**src/rtl/fetch_queue_unit.sv**
```systemverilog
// Instruction-fetch front end: owns the fetch PC, issues IMEM requests under a
// credit limit and buffers {PC, instruction} pairs in an in-order queue.
module fetch_queue_unit #(
  parameter int              XLEN         = 32,
  parameter logic [XLEN-1:0] RESET_VECTOR = '0,
  parameter int              FIFO_DEPTH   = 4
) (
  input  logic            i_clk,
  input  logic            i_rst,
  output logic            o_imem_req,
  output logic [XLEN-1:0] o_imem_addr,
  input  logic            i_imem_gnt,
  input  logic            i_imem_rvalid,
  input  logic [31:0]     i_imem_rdata,
  input  logic            i_redirect,
  input  logic [XLEN-1:0] i_redirect_pc,
  output logic            o_instr_valid,
  output logic [31:0]     o_instr,
  output logic [XLEN-1:0] o_instr_pc,
  input  logic            i_instr_ready
);

  localparam int AW = $clog2(FIFO_DEPTH);
  localparam int CW = AW + 1;
  localparam logic [CW:0]     DEPTH_C = (CW+1)'(FIFO_DEPTH);
  localparam logic [XLEN-1:0] PC_INC  = XLEN'(4);

  logic [XLEN-1:0] r_fpc;
  logic [XLEN-1:0] r_rpc;
  logic [CW-1:0]   r_outst;
  logic [CW-1:0]   r_drop;
  logic [CW-1:0]   r_cnt;
  logic [AW-1:0]   r_wr_ptr;
  logic [AW-1:0]   r_rd_ptr;
  logic [XLEN-1:0] r_pc_mem  [FIFO_DEPTH];
  logic [31:0]     r_ins_mem [FIFO_DEPTH];

  logic [CW:0]     w_used;
  logic            w_credit;
  logic            w_issue;
  logic            w_rv;
  logic            w_drop_rsp;
  logic            w_push;
  logic            w_pop;
  logic [XLEN-1:0] w_redirect_pc;

  // In-flight requests consume queue slots so every response is guaranteed a home.
  assign w_used     = {1'b0, r_outst} + {1'b0, r_cnt};
  assign w_credit   = (w_used < DEPTH_C);
  assign o_imem_req = !i_rst && !i_redirect && w_credit;
  assign o_imem_addr = r_fpc;

  assign w_issue    = o_imem_req && i_imem_gnt;
  assign w_rv       = i_imem_rvalid && (r_outst != '0);
  assign w_drop_rsp = w_rv && (r_drop != '0);
  assign w_push     = w_rv && (r_drop == '0) && !i_redirect;
  assign w_pop      = o_instr_valid && i_instr_ready && !i_redirect;

  assign w_redirect_pc = i_redirect_pc & ~XLEN'(3);

  assign o_instr_valid = (r_cnt != '0);
  assign o_instr       = o_instr_valid ? r_ins_mem[r_rd_ptr] : 32'h0;
  assign o_instr_pc    = o_instr_valid ? r_pc_mem[r_rd_ptr]  : '0;

  always_ff @(posedge i_clk or posedge i_rst) begin
    if (i_rst) begin
      r_fpc    <= RESET_VECTOR;
      r_rpc    <= RESET_VECTOR;
      r_outst  <= '0;
      r_drop   <= '0;
      r_cnt    <= '0;
      r_wr_ptr <= '0;
      r_rd_ptr <= '0;
    end else if (i_redirect) begin
      // Everything still in flight becomes stale, minus a response landing now.
      r_fpc    <= w_redirect_pc;
      r_rpc    <= w_redirect_pc;
      r_outst  <= r_outst - CW'(w_rv);
      r_drop   <= r_outst - CW'(w_rv);
      r_cnt    <= '0;
      r_wr_ptr <= '0;
      r_rd_ptr <= '0;
    end else begin
      if (w_issue) r_fpc <= r_fpc + PC_INC;
      if (w_push) begin
        r_rpc    <= r_rpc + PC_INC;
        r_wr_ptr <= r_wr_ptr + AW'(1);
      end
      if (w_pop) r_rd_ptr <= r_rd_ptr + AW'(1);
      r_outst <= r_outst + CW'(w_issue) - CW'(w_rv);
      r_drop  <= r_drop - CW'(w_drop_rsp);
      r_cnt   <= r_cnt + CW'(w_push) - CW'(w_pop);
    end
  end

  always_ff @(posedge i_clk) begin
    if (w_push) begin
      r_pc_mem[r_wr_ptr]  <= r_rpc;
      r_ins_mem[r_wr_ptr] <= i_imem_rdata;
    end
  end

endmodule

```
**config.mk**
```make
export PLATFORM = sky130hd
export DESIGN_NAME = fetch_queue_unit
export DESIGN_NICKNAME = d
export VERILOG_FILES = /design/src/rtl/fetch_queue_unit.sv
export SDC_FILE = /design/constraint.sdc
export NUM_CORES = 1
export LEC_CHECK = 0
export CAP_MARGIN = 20
export CORE_MARGIN = 2
export CORE_UTILIZATION = 25
export DETAILED_ROUTE_END_ITERATION = 12
export PLACE_DENSITY = 0.53
export SETUP_SLACK_MARGIN = 0.3
export SLEW_MARGIN = 20
export SYNTH_ARGS = -nofsm -noshare
export SYNTH_HDL_FRONTEND = slang
export SYNTH_SLANG_ARGS = --single-unit
```
**constraint.sdc**
```tcl
create_clock -name i_clk -period 3.65 [get_ports i_clk]
set_clock_uncertainty 0.15 [all_clocks]
set_input_delay 0.73 -clock i_clk [delete_from_list [all_inputs] [get_ports i_clk]]
set_output_delay 0.73 -clock i_clk [all_outputs]
set_load 0.02 [all_outputs]
```
==> results.py, run 1 <==
metrics = {
    "floorplan": {
        "die_width_um": 237,
        "design.die.area_um2": 56200,
        "std_cell_rows": 85,
        "core_area_um2": 53800,
        "dieHeight_um": 237,
        "start_util": 0.252,
        "io_pins": 168,
    },
    "global_route": {
        "grtUsageTotal": 0.123,
        "grt_pass1_wl_um": 52200,
        "grt_max_degree": 66,
        "overflow": 0,
        "grt_pass1_vias": 8377,
        "antenna_found_initial": 0,
    },
    "cts": {
        "clk_latency_ps": 540,
        "clockBufferDepth": 3,
        "cts.clk_slew.worst_paths_ps": 60,
        "tritoncts": "yes",
        "clock-sinks": 321,
        "cts_made_buffers": 38,
        "cts_root_buf": "clkbuf_16",
        "htreeDepth": 2,
    },
    "job": {
        "drv_cap": 0,
    },
    "synthesis": {
        "synth_top_cell_by_area": "edfxtp_1",
        "synth.avg_cell_area_um2": 16.1,
        "synth_top_area_frac": 0.548,
        "synth_edf_count": 248,
        "synth_cell_type_count": 43,
        "synthCells": 844,
        "synth-async-reset-ratio": 0.227,
        "syn_area_um2": 13600,
        "yosysSeqAreaShare": 0.683,
        "synth_commonest_cells": "edfxtp_1 (248), dfrtp_1 (73), and2_1 (63), mux4_2 (62), nand2_1 (41)",
        "yosys-top-cells-area": "edfxtp_1 (55%), dfrtp_1 (13%), mux4_2 (10%), and2_1 (2.9%), xnor2_1 (2.1%)",
        "yosysMostFrequentCell": "edfxtp_1",
        "synth_ff_type": "edfxtp_1",
        "ys_ff_latch": 321,
        "synth_warnings": 0,
    },
    "pwr": {
        "ir_worst_vdd_uv": 365,
        "leakagePower_nw": 6.21,
        "power_density_nw_per_um2": 625,
    },
    "drt": {
        "wl_um": 34200,
        "vias_per_cell": 4.49,
        "detailedRoute.firstPassIterationCount": 5,
        "postRouteAntennaNets": 0,
        "drc": 0,
        "wl_per_cell_um": 19.3,
        "vias": 7963,
        "drt_iter0_drc": 323,
    },
    "worst_setup_path": {
        "path_cells": "buf_4 -> bufbuf_16 -> mux4_2 -> and2_1 -> dlygate4sd2_1",
        "worst_path_dominant_cell_family": "buffers and inverters",
        "cp-end-kind": "primary output",
        "crit_start": "r_rd_ptr[0]",
        "crit_fanout": 10,
        "critical_path_class": "flop to primary output",
        "startpoint_type": "flop",
        "critPathMaxStageDelay_ps": 490,
        "arrival_ps": 2440,
        "crit_slowest_cell": "mux4_2",
        "required_ps": 2770,
        "reg2reg_from": "r_outst[2]",
        "worst-path-buf-inv": 3,
    },
    "timing": {
        "max_freq_mhz": 301,
        "whs_ps": 416,
        "slew-limit-headroom": 0.500,
        "hold_violations": 0,
        "finalCritPeriodShare": 0.911,
        "rsz0062_at_grt": "true",
        "maxSlewViolCount": 0,
        "fin_crit_ps": 3320,
        "finalSetupViolCount": 0,
        "worstMarginPinSlew_ps": 744,
    },
    "layout": {
        "fin_nets": 1140,
        "seq_area_um2": 9280,
        "nFillCells": 5305,
        "multiInputGateArea_um2": 4090,
        "drive_gt1_frac": 0.191,
        "finish.utilization": 0.327,
        "area_growth_pct": 29.5,
    },
    "worst_hold_path": {
        "hold_class": "flop to flop",
        "hold_start": "r_outst[2]",
    },
    "placement": {
        "place_congestion": 0.785,
        "port_buffers": 161,
        "hpwlAfterDp_um": 22100,
    },
    "run_status": {
        "status": "completed",
    },
}
per-layer routing:
metal | vias to the layer above | wire [µm] | global-route usage
li1 | 3644 | - | -
met1 | 4077 | 16100 | 0.172
met2 | 207 | 15700 | 0.192
met3 | 35 | 1900 | 0.0276
met4 | 0 | 564 | 0.0326
met5 | - | 0 | 0
flip-flops by register name, summed over array words and instances, names as in the netlist:
signal and count:
r_outst 3, r_drop 3, r_wr_ptr 2, o_imem_addr 30, r_rd_ptr 2, r_cnt 3, r_rpc 30, r_pc_mem 120
r_ins_mem 128
where the power goes:
| group | internal, mW | switching (mW) | total (mW) |
|---|---|---|---|
| registers | 4.16 | 0.220 | 4.38 |
| clock network | 2.22 | 1.42 | 3.64 |
| logic | 1.42 | 1.55 | 2.97 |
| total | 7.80 | 3.19 | 11.0 |
through the flow:
stage               std cells  setup slack, ps  area [µm²]  setup TNS (ps)  power, mW
finish                   1774              325       17600               0       11.0
CTS                      1772              147       17600               0       11.3
detailed placement       1697            -32.4       16400           -32.4       7.53
global placement         1697            -33.6       16400           -33.6       7.51
global route             1773              214       17600               0       11.6
floorplan                 847              231       13600               0       6.15
kinds of logic (layout without fill, tap and decap cells):
group,after synthesis,count (layout),synth area share
muxes,77,77,0.115
other,1,5,0.000276
adders and majority gates,18,18,0.0177
DFF,321,321,0.683
and+or+nand+nor,241,241,0.0985
buffers and inverters,66,296,0.0194
AOI/OAI and AO/OA,69,69,0.0334
xor gates and xnor gates,51,51,0.0329
what timing repair did:
| item | in CTS | in global routing |
|---|---|---|
| gates cloned | 2 | 0 |
| resized for setup | 58 | 48 |
| hold buffers | 0 | 0 |
| endpoints found under the setup margin | 64 | 33 |
| setup buffers | 8 | 1 |
worst paths after layout:
| kind | cells past startpoint | slack, ps | end |
|---|---|---|---|
| setup / recovery | 5 | 330 | o_instr[28] |
| hold / removal | 1 | 420 | r_outst[2] |
| setup reg to reg | 11 | 540 | r_outst[2] |
| hold reg to reg | 1 | 420 | r_outst[2] |
| max in group asynchronous | 3 | 2200 | r_rd_ptr[1] |
| min in group asynchronous | 2 | 490 | o_imem_addr[14] |
layout make-up:
cell class,instances,share of cell area
Antenna cell,1,0.000142
Clock buffer,51,0.0597
Clock inverter,14,0.00811
Inverter,25,0.00533
Multi-Input combinational cell,460,0.232
Sequential cell,321,0.527
Tap cell,696,0.0495
Timing Repair Buffer,206,0.117
cells in the final DEF, fill, tap and decap left out, types with 7 or more instances in the layout:
| cell | netlist | routed |
|---|---|---|
| nand2_1 | 41 | 41 |
| buf_12 | 0 | 15 |
| clkbuf_16 | 0 | 39 |
| buf_4 | 4 | 28 |
| o311ai_0 | 8 | 8 |
| nor2_1 | 27 | 27 |
| clkbuf_2 | 1 | 20 |
| dlymetal6s2s_1 | 0 | 9 |
| nand4_1 | 17 | 17 |
| clkdlybuf4s50_1 | 0 | 97 |
| mux2_2 | 12 | 12 |
| nor4_1 | 9 | 9 |
| dfrtp_1 | 73 | 71 |
| a21boi_0 | 16 | 16 |
| clkinv_1 | 0 | 7 |
| inv_1 | 25 | 23 |
| mux4_2 | 62 | 62 |
| ha_1 | 16 | 14 |
| nand2b_1 | 9 | 9 |
| xnor2_1 | 32 | 32 |
| nand3_1 | 26 | 26 |
| nor3_1 | 14 | 14 |
| o21ai_0 | 21 | 20 |
| clkbuf_1 | 28 | 9 |
| xor2_1 | 19 | 19 |
| o211ai_1 | 9 | 9 |
| and2_1 | 63 | 63 |
| edfxtp_1 | 248 | 248 |
| dlygate4sd2_1 | 0 | 34 |
(Power assumes the default switching activity.)
==> run 2: changes to the inputs <==
--- a/config.mk
+++ b/config.mk
@@ -8,7 +8,9 @@
 export CAP_MARGIN = 20
 export CORE_MARGIN = 2
 export CORE_UTILIZATION = 25
+export CTS_CLUSTER_DIAMETER = 120
 export DETAILED_ROUTE_END_ITERATION = 12
+export GPL_ROUTABILITY_DRIVEN = 0
 export PLACE_DENSITY = 0.53
 export SETUP_SLACK_MARGIN = 0.3
 export SLEW_MARGIN = 20
==> results of run 2 <==
Final layout, timing and power as in run 1 (identical DEF).
==> run 3: changes to the inputs <==
==> constraint.sdc (replaced) <==
create_clock -name i_clk -period 4 [get_ports i_clk]
set_clock_uncertainty 0.15 [all_clocks]
set_input_delay 0.8 -clock i_clk [delete_from_list [all_inputs] [get_ports i_clk]]
set_output_delay 0.8 -clock i_clk [all_outputs]
set_load 0.02 [all_outputs]
==> run 3 against run 2 <==
  * Critical path depth down 1
  * Total power down 7.4%
  * Core utilization up 0.10 points
  * Clock power down 5.8%
  * Sequential power down 8.7%
  * Count of clock-buffer cells in the layout down 5
  * Sequential share of layout area down 0.16 points
==> results.py, run 3 (same netlist as run 1, synthesis figures left out) <==
metrics = {
    "run_status": {
        "status": "completed",
    },
    "floorplan": {
        "core_area_um2": 53800,
        "std_cell_rows": 85,
        "io_pins": 168,
        "design.die.area_um2": 56200,
        "die_width_um": 237,
        "start_util": 0.252,
        "dieHeight_um": 237,
    },
    "layout": {
        "largestRegisters": "r_ins_mem x128, r_pc_mem x120",
        "largest_reg_flops": 128,
        "insertedDiodeCount": 0,
        "largest_register": "r_ins_mem",
        "area_growth_pct": 29.9,
        "mostFrequentLayoutCells": "edfxtp_1 (248), clkdlybuf4s50_1 (159), dfrtp_1 (71)",
        "fin_cells": 1765,
        "fin_nets": 1127,
        "multiInputGateArea_um2": 4060,
        "seq_area_um2": 9280,
        "drive_gt1_frac": 0.167,
        "nFillCells": 5272,
        "layout_commonest_cell": "edfxtp_1",
    },
    "global_route": {
        "grt_pass1_wl_um": 50300,
        "grtUsageTotal": 0.118,
        "grt_max_degree": 66,
        "overflow": 0,
        "grt_pass1_vias": 8101,
        "antenna_found_initial": 4,
    },
    "drt": {
        "drc": 0,
        "postRouteAntennaNets": 0,
        "detailedRoute.firstPassIterationCount": 5,
        "vias_per_cell": 4.45,
        "vias": 7850,
        "drt_iter0_drc": 418,
        "wl_per_cell_um": 18.9,
        "wl_um": 33400,
    },
    "placement": {
        "port_buffers": 161,
        "dpl.cell_count": 1693,
        "hpwlAfterDp_um": 21700,
    },
    "pwr": {
        "ir_worst_vdd_uv": 248,
        "power_density_nw_per_um2": 577,
        "leakagePower_nw": 5.86,
    },
    "cts": {
        "post_cts_buffers": 0,
        "clockBufferDepth": 3,
        "cts_root_buf": "clkbuf_16",
        "cts_made_buffers": 38,
        "postCtsHoldBufs": 0,
        "clock-sinks": 321,
        "htreeDepth": 2,
        "cts.clk_slew.worst_paths_ps": 60,
        "tritoncts": "yes",
        "clk_latency_ps": 550,
    },
    "timing": {
        "finalCritPeriodShare": 0.894,
        "rsz0062_at_grt": "true",
        "final.setup.tns_ps": 0,
        "max_freq_mhz": 280,
        "worstMarginPinSlew_ps": 825,
        "hold_violations": 0,
        "fin_crit_ps": 3580,
        "slew-limit-headroom": 0.449,
        "whs_ps": 397,
        "finalSetupViolCount": 0,
        "maxSlewViolCount": 0,
    },
    "worst_setup_path": {
        "startpoint_type": "flop",
        "crit_fanout": 24,
        "required_ps": 3050,
        "arrival_ps": 2630,
        "cp-end-kind": "primary output",
        "critical_path_class": "flop to primary output",
    },
    "worst_hold_path": {
        "hold_class": "flop to flop",
    },
    "job": {
        "drv_cap": 0,
    },
}
[run 3: repair_timing]
| action | in CTS | in global routing |
|---|---|---|
| endpoints found under the setup margin | 15 | 23 |
| resized for setup | 2 | 1 |
| gates cloned | 0 | 2 |
[run 3: layer usage]
metal  GRT usage  vias to the layer above  share of wire
li1            -                     3628              -
met1       0.163                     3961           0.47
met2       0.183                      203           0.45
met3      0.0291                       54          0.055
met4      0.0377                        4          0.023
met5           0                        -        0.00051
[run 3: worst max-delay path: stages, from the launching register on]
cell	delay, ps
dfrtp_4	510
clkbuf_16	300
mux4_2	540
and2_1	180
clkdlybuf4s50_1	540
[run 3: final cells by class]
type / instances / share of cell area
flip-flops and latches: 321 / 0.526
multi-input cells: 460 / 0.230
repair buffers: 193 / 0.119
clock buffers: 46 / 0.0567
well taps: 696 / 0.0494
clock inverters: 24 / 0.0140
inverters: 25 / 0.00532
[run 3: stage by stage]
stage	cell area, µm²	power [mW]	util	setup WS, ps
finish	17600	10.2	0.328	425
global placement	16300	6.81	0.304	212
global route	17600	10.7	0.328	300
floorplan	13600	5.60	-	421
CTS	17600	10.3	0.327	268
detailed placement	16300	6.83	0.304	225
[run 3: report_power, final]
part / total [mW] / internal [mW] / switching [mW]
Combinational: 2.76 / 1.37 / 1.39
Sequential: 4.00 / 3.80 / 0.201
Clock: 3.43 / 2.06 / 1.37
[run 3: final timing paths]
kind                              from               to  slack (ps)  cells after the start
hold reg to reg             r_outst[2]       r_outst[2]         400                      1
max in group asynchronous        i_rst  o_imem_addr[11]        2350                      3
setup / recovery           r_rd_ptr[0]   o_instr_pc[17]         420                      4
hold / removal              r_outst[2]       r_outst[2]         400                      1
min in group asynchronous        i_rst  o_imem_addr[31]         640                      2
setup reg to reg            r_outst[2]       r_outst[2]         880                     11
